## src/rtl/eth_tx_frame_ctrl_if.sv

```systemverilog
// Byte-wide AXI-Stream link from the TX FIFO into the frame sequencer.
interface eth_tx_frame_ctrl_if;
    logic [7:0] tdata;
    logic       tvalid;
    logic       tready;
    logic       tlast;

    modport master (output tdata, output tvalid, output tlast, input tready);
    modport slave  (input tdata, input tvalid, input tlast, output tready);
endinterface

```

## src/rtl/eth_tx_frame_ctrl.sv

```systemverilog
// Ethernet MAC TX frame sequencer: preamble/SFD, payload, zero pad, FCS and
// inter-frame gap onto a registered GMII byte interface.
module eth_tx_frame_ctrl #(
    parameter int MIN_PAYLOAD = 60,
    parameter int MAX_PAYLOAD = 1514,
    parameter int IFG_BYTES   = 12
) (
    input  logic                aclk,
    input  logic                aresetn,
    eth_tx_frame_ctrl_if.slave  s_axis,
    output logic                psfd_start,
    input  logic                psfd_done,
    input  logic [7:0]          psfd_data,
    output logic                crc_init,
    output logic                crc_en,
    output logic [7:0]          crc_din,
    input  logic [31:0]         crc_in,
    output logic [7:0]          gmii_txd,
    output logic                gmii_tx_en,
    output logic                gmii_tx_er,
    output logic                tx_busy,
    output logic                frame_done,
    output logic                tx_err
);
    localparam int CW = $clog2(MAX_PAYLOAD + 1);
    localparam int IW = (IFG_BYTES > 1) ? $clog2(IFG_BYTES) : 1;
    localparam logic [CW-1:0] MIN_C    = CW'(MIN_PAYLOAD);
    localparam logic [CW-1:0] MAX_C    = CW'(MAX_PAYLOAD);
    localparam logic [IW-1:0] IFG_LAST = IW'(IFG_BYTES - 1);

    typedef enum logic [2:0] {
        IDLE, PREAMBLE, PAYLOAD, PAD, FCS, IFG, DRAIN
    } state_t;

    state_t        state, state_nxt;
    logic [2:0]    pre_cnt, pre_cnt_nxt;
    logic [CW-1:0] byte_cnt, byte_cnt_nxt, byte_inc;
    logic [1:0]    fcs_cnt, fcs_cnt_nxt;
    logic [IW-1:0] ifg_cnt, ifg_cnt_nxt;
    logic          psfd_check, psfd_check_nxt;
    logic [31:0]   fcs_reg, fcs_reg_nxt;
    logic [7:0]    sel_txd;
    logic          sel_en, sel_er;
    logic          ready;

    assign byte_inc      = byte_cnt + CW'(1);
    assign s_axis.tready = ready;

    // Next-state and output decode; everything stays 0 while reset is held.
    always_comb begin
        state_nxt      = state;
        pre_cnt_nxt    = pre_cnt;
        byte_cnt_nxt   = byte_cnt;
        fcs_cnt_nxt    = fcs_cnt;
        ifg_cnt_nxt    = ifg_cnt;
        psfd_check_nxt = 1'b0;
        fcs_reg_nxt    = fcs_reg;
        ready          = 1'b0;
        psfd_start     = 1'b0;
        crc_init       = 1'b0;
        crc_en         = 1'b0;
        crc_din        = 8'h00;
        frame_done     = 1'b0;
        tx_err         = 1'b0;
        tx_busy        = 1'b0;
        sel_txd        = 8'h00;
        sel_en         = 1'b0;
        sel_er         = 1'b0;
        if (aresetn) begin
            tx_busy = (state != IDLE);
            case (state)
                IDLE: begin
                    byte_cnt_nxt = '0;
                    if (s_axis.tvalid) begin
                        psfd_start = 1'b1;
                        crc_init   = 1'b1;
                        state_nxt  = PREAMBLE;
                    end
                end
                PREAMBLE: begin
                    sel_txd     = psfd_data;
                    sel_en      = 1'b1;
                    pre_cnt_nxt = pre_cnt + 3'd1;
                    if (pre_cnt == 3'd7) begin
                        psfd_check_nxt = 1'b1;
                        state_nxt      = PAYLOAD;
                    end
                end
                PAYLOAD: begin
                    // A generator that has not finished, or a frame that hit the
                    // size limit, aborts without accepting the byte on offer so
                    // that no tlast can slip past the drain logic.
                    if (psfd_check && !psfd_done) begin
                        sel_en    = 1'b1;
                        sel_er    = 1'b1;
                        tx_err    = 1'b1;
                        state_nxt = IFG;
                    end else if (byte_cnt == MAX_C) begin
                        sel_en    = 1'b1;
                        sel_er    = 1'b1;
                        tx_err    = 1'b1;
                        state_nxt = DRAIN;
                    end else begin
                        ready = 1'b1;
                        if (s_axis.tvalid) begin
                            sel_txd      = s_axis.tdata;
                            sel_en       = 1'b1;
                            crc_en       = 1'b1;
                            crc_din      = s_axis.tdata;
                            byte_cnt_nxt = byte_inc;
                            if (s_axis.tlast)
                                state_nxt = (byte_inc < MIN_C) ? PAD : FCS;
                        end else begin
                            sel_en    = 1'b1;
                            sel_er    = 1'b1;
                            tx_err    = 1'b1;
                            state_nxt = DRAIN;
                        end
                    end
                end
                PAD: begin
                    sel_en       = 1'b1;
                    crc_en       = 1'b1;
                    byte_cnt_nxt = byte_inc;
                    if (byte_inc == MIN_C)
                        state_nxt = FCS;
                end
                FCS: begin
                    sel_en      = 1'b1;
                    fcs_cnt_nxt = fcs_cnt + 2'd1;
                    if (fcs_cnt == 2'd0) begin
                        sel_txd     = crc_in[7:0];
                        fcs_reg_nxt = crc_in;
                    end else begin
                        sel_txd = fcs_reg[{fcs_cnt, 3'b000} +: 8];
                    end
                    if (fcs_cnt == 2'd3) begin
                        frame_done = 1'b1;
                        state_nxt  = IFG;
                    end
                end
                IFG: begin
                    ifg_cnt_nxt = ifg_cnt + IW'(1);
                    if (ifg_cnt == IFG_LAST) begin
                        ifg_cnt_nxt = '0;
                        state_nxt   = IDLE;
                    end
                end
                DRAIN: begin
                    ready = 1'b1;
                    if (s_axis.tvalid && s_axis.tlast)
                        state_nxt = IFG;
                end
                default: state_nxt = IDLE;
            endcase
        end
    end

    // State and counter registers.
    always_ff @(posedge aclk) begin
        if (!aresetn) begin
            state      <= IDLE;
            pre_cnt    <= '0;
            byte_cnt   <= '0;
            fcs_cnt    <= '0;
            ifg_cnt    <= '0;
            psfd_check <= 1'b0;
            fcs_reg    <= '0;
        end else begin
            state      <= state_nxt;
            pre_cnt    <= pre_cnt_nxt;
            byte_cnt   <= byte_cnt_nxt;
            fcs_cnt    <= fcs_cnt_nxt;
            ifg_cnt    <= ifg_cnt_nxt;
            psfd_check <= psfd_check_nxt;
            fcs_reg    <= fcs_reg_nxt;
        end
    end

    // GMII outputs are registered: the byte selected this cycle goes out next cycle.
    always_ff @(posedge aclk) begin
        if (!aresetn) begin
            gmii_txd   <= 8'h00;
            gmii_tx_en <= 1'b0;
            gmii_tx_er <= 1'b0;
        end else begin
            gmii_txd   <= sel_txd;
            gmii_tx_en <= sel_en;
            gmii_tx_er <= sel_er;
        end
    end
endmodule

```

## src/flat_wrapper.sv

```systemverilog
// flat-port wrapper written by rule: the top's interface ports become plain ports
module eth_tx_frame_ctrl_flat 
#(
    parameter int MIN_PAYLOAD = 60,
    parameter int MAX_PAYLOAD = 1514,
    parameter int IFG_BYTES   = 12
)
  (aclk, aresetn, psfd_start, psfd_done, psfd_data, crc_init, crc_en, crc_din, crc_in, gmii_txd, gmii_tx_en, gmii_tx_er, tx_busy, frame_done, tx_err, s_axis_tdata, s_axis_tvalid, s_axis_tlast, s_axis_tready);
  eth_tx_frame_ctrl_if s_axis_i ();
  input  logic aclk;
  input  logic aresetn;
  output logic psfd_start;
  input  logic psfd_done;
  input  logic [7:0] psfd_data;
  output logic crc_init;
  output logic crc_en;
  output logic [7:0] crc_din;
  input  logic [31:0] crc_in;
  output logic [7:0] gmii_txd;
  output logic gmii_tx_en;
  output logic gmii_tx_er;
  output logic tx_busy;
  output logic frame_done;
  output logic tx_err;
  input wire logic [$bits(s_axis_i.tdata)-1:0] s_axis_tdata;
  input wire logic [$bits(s_axis_i.tvalid)-1:0] s_axis_tvalid;
  input wire logic [$bits(s_axis_i.tlast)-1:0] s_axis_tlast;
  output wire logic [$bits(s_axis_i.tready)-1:0] s_axis_tready;
  assign s_axis_i.tdata = s_axis_tdata;
  assign s_axis_i.tvalid = s_axis_tvalid;
  assign s_axis_i.tlast = s_axis_tlast;
  assign s_axis_tready = s_axis_i.tready;
  eth_tx_frame_ctrl #(.MIN_PAYLOAD(MIN_PAYLOAD), .MAX_PAYLOAD(MAX_PAYLOAD), .IFG_BYTES(IFG_BYTES)) u_core (.aclk(aclk), .aresetn(aresetn), .s_axis(s_axis_i), .psfd_start(psfd_start), .psfd_done(psfd_done), .psfd_data(psfd_data), .crc_init(crc_init), .crc_en(crc_en), .crc_din(crc_din), .crc_in(crc_in), .gmii_txd(gmii_txd), .gmii_tx_en(gmii_tx_en), .gmii_tx_er(gmii_tx_er), .tx_busy(tx_busy), .frame_done(frame_done), .tx_err(tx_err));
endmodule
```

## config.mk

```make
export PLATFORM = sky130hd
export DESIGN_NAME = eth_tx_frame_ctrl_flat
export DESIGN_NICKNAME = d
export VERILOG_FILES = /design/src/rtl/eth_tx_frame_ctrl_if.sv /design/src/rtl/eth_tx_frame_ctrl.sv /design/src/flat_wrapper.sv
export SDC_FILE = /design/constraint.sdc
export NUM_CORES = 1
export LEC_CHECK = 0
export ABC_CLOCK_PERIOD_IN_PS = 4360
export CORE_ASPECT_RATIO = 0.8
export CORE_MARGIN = 10
export CORE_UTILIZATION = 55
export CTS_CLUSTER_DIAMETER = 60
export DETAILED_ROUTE_END_ITERATION = 8
export GPL_TIMING_DRIVEN = 0
export PLACE_DENSITY = 0.88
export SLEW_MARGIN = 20
export SYNTH_ARGS = -nofsm -noshare
export SYNTH_HDL_FRONTEND = slang
export SYNTH_SLANG_ARGS = --single-unit
```

## constraint.sdc

```tcl
create_clock -name aclk -period 4.36 [get_ports aclk]
set_clock_uncertainty 0.1 [all_clocks]
set_input_delay 0.872 -clock aclk [delete_from_list [all_inputs] [get_ports aclk]]
set_output_delay 0.872 -clock aclk [all_outputs]
set_load 0.02 [all_outputs]
```

==> results.md <==
- Initial core utilization: 56.2%
- Crit path cell chain: clkdlybuf4s50_1 > nand3_1 > nor2_2 > buf_6 > and3_1 > clkdlybuf4s50_1
- Fill count: 462
- Num CTS Buffers: 9
- Crit path max fanout: 10
- Die Ht: 92.0 um
- CP max stage delay: 0.62 ns
- Setup crit start: s_axis_tvalid
- FF+latch area: 1320 um2
- Syn-to-layout area delta: 29.4%
- Leakage: 1.63 nW
- GRT Overall Usage: 19.9%
- Post-Syn Area: 3560 um2
- Pwr Density: ~390 nW/um2
- Synth unique cells: 59
- Post-Syn Instances: 420
- Worst hold start: u_core.fcs_reg[7]
- Die ar.: about 10000 um2
- Cell taking the most area after synthesis: dfxtp_1
- # port buffers: 76
- Clock tree buffer depth: 2
- Final setup TNS: 0 ns
- RSZ-0062 raised after global routing: no
- WP data arrival: 3.02 ns
- DR pass1 iterations: 6
- Post-synth net total: 481
- Busiest grt layer: met2
- Vias in the first global route: 3241
- FF-to-FF Start: u_core.fcs_cnt[0]
- CP required: 3.39 ns
- Mean number of vias per cell: 5.77
- GP Congestion: 0.905
- Clk sinks: 66
- Synth area leaders: dfxtp_1, nand2_1, a21boi_0, mux4_2, a21oi_1
- Setup ws final: around 0.37 ns
- Synth cell count leaders: nand2_1, dfxtp_1, a21boi_0
- Hold path depth: 2
- Worst-Skew Late Latency: between 0.3 and 0.4 ns
- Multi-input gate area: 2050 um2
- Final hold vios: 0
- I/O pin cnt: 78
- Total number of vias: 3438
- Postcts setup bufs: 0
- Hold Path Class: flop to flop
- Post-route cell area: 4610 um2
- Final setup viols: 0
- Final min period: 3.99 ns
- Root Buffer: clkbuf_8
- Slowest-stage cell, CP: clkdlybuf4s50_1
- DIE WIDTH: 110 um
- Most common cell in the synthesized netlist: nand2_1
- Crit. End Element: output port
- Syn avg cell area: ~8.5 um2
- Cts hold-fix bufs: 0
- Worst vdd ir: between 0.15 and 0.2 mV
- N_diodes: 0
- Ys flop type: dfxtp_1
- Wire per inst: 16.7 um
- Max-cap viol count: 0
- Slew Limit Headroom: 39.7%
- CP most frequent cell: clkdlybuf4s50_1
- FFs w/ async S/R, synth: 0%
- Post-Layout Cell Count: 596
- Grt ovf: 0
- Post-route DRC: 0
- Max frequency: ~250 MHz
- GRT met2 Usage: 30.9%
- H-tree depth: 3
- Worst Reg-to-Reg Cells: 9
- YS warnings: 0
- Clock-pin slew on the worst setup and hold paths: 0.07 ns
- Slew Viols, Final: 0
- Core ar.: between 6000 and 7000 um2
- # placed instances: 580
- Row count: 26
- Pin count of the biggest net entering global routing: 13
- Largest register FFs: 32
- DP HPWL: 7550 um
- WS Path Type: primary input to output port
- Post-synth EDFFs: 0
- Met3 usage: 6.15%
- Layout cells sized above 1: 11.1%
- Worst Setup Start Kind: primary input
- Antenna viol nets, final: 0
- Worst-Margin Slew: between 0.8 and 0.9 ns
- Flops & latches, synth: 66
- First-pass GRT wire length: 16200 um
- Nets: 568
- Post-CTS Resized: 0
- Place WS: approximately 0.44 ns
- Sequential-to-total area share from yosys stat: 37.1%
- CTS tree: done
- DP Area: 4430 um2
- Met1 Track Usage GR: 25.9%
- PnR Total Power: 1.81 mW
- 1st-iter DRT viols: 355
- Yosys top cell area share: a little under two fifths
- Fin crit share: 91.6%
- Routed WL: approximately 9900 um
- Initial antenna violation count: 0
- Outcome: finished clean
routing by layer:
layer / up-vias / part of all wire, %
met5: - / 0
met4: 0 / 1.2
met3: 18 / 9.2
met2: 156 / 46
met1: 1613 / 43
li1: 1651 / -
worst paths after layout:
path / to / slack [ns]
worst min register to register: u_core.fcs_reg[7] / 0.37
worst max register to register: u_core.fcs_reg[2] / 1.83
worst max-delay path: crc_din[6] / 0.37
worst min-delay path: u_core.fcs_reg[7] / 0.37
final cells by class:
| cell class | count | area share, % |
|---|---|---|
| plain buffers | 30 | 3.61 |
| clock buffers | 11 | 3.07 |
| clock inverters | 5 | 0.841 |
| inverters | 8 | 0.651 |
| multi-input cells | 316 | 44.4 |
| flip-flops and latches | 66 | 28.7 |
| well taps | 84 | 2.28 |
| repair buffers | 76 | 16.5 |
worst max-delay path: cells and delay by family:
family | cells | cell delay (ns)
buf+inv | 3 | 1.43
simple gates | 3 | 0.71
power by group:
group          internal (mW)  switching (mW)  total [mW]  leakage (nW)
Clock                  0.225           0.244       0.469        0.0899
Combinational          0.283           0.370       0.652          1.00
Sequential             0.661          0.0318       0.693         0.534
Total                   1.17           0.646        1.81          1.63
stage by stage:
stage	hold slack, ns	utilization, %
floorplan	0.340	-
global placement	0.348	69.8
detailed placement	0.356	69.8
CTS	0.368	72.7
global route	0.380	72.7
finish	0.366	72.7
cells by family after synthesis:
logic type               share of synthesized area, %
buffers and inverters                            5.51
flip-flops                                       37.1
adder cells (fa/ha/maj)                          2.81
XOR/XNOR                                         1.23
AND/OR/NAND/NOR                                  24.4
AO/OA/AOI/OAI                                    20.3
multiplexers                                     8.71
cell usage in the layout (no fill, tap or decap), types with 12 or more instances in the layout:
master,instances
a21boi_0,35
nand2_1,92
clkbuf_1,20
clkbuf_8,12
nor2_1,18
dfxtp_1,66
clkdlybuf4s50_1,76
a21oi_1,22
and3_1,14
o21ai_0,14
Power figures use the tool's default switching activity.
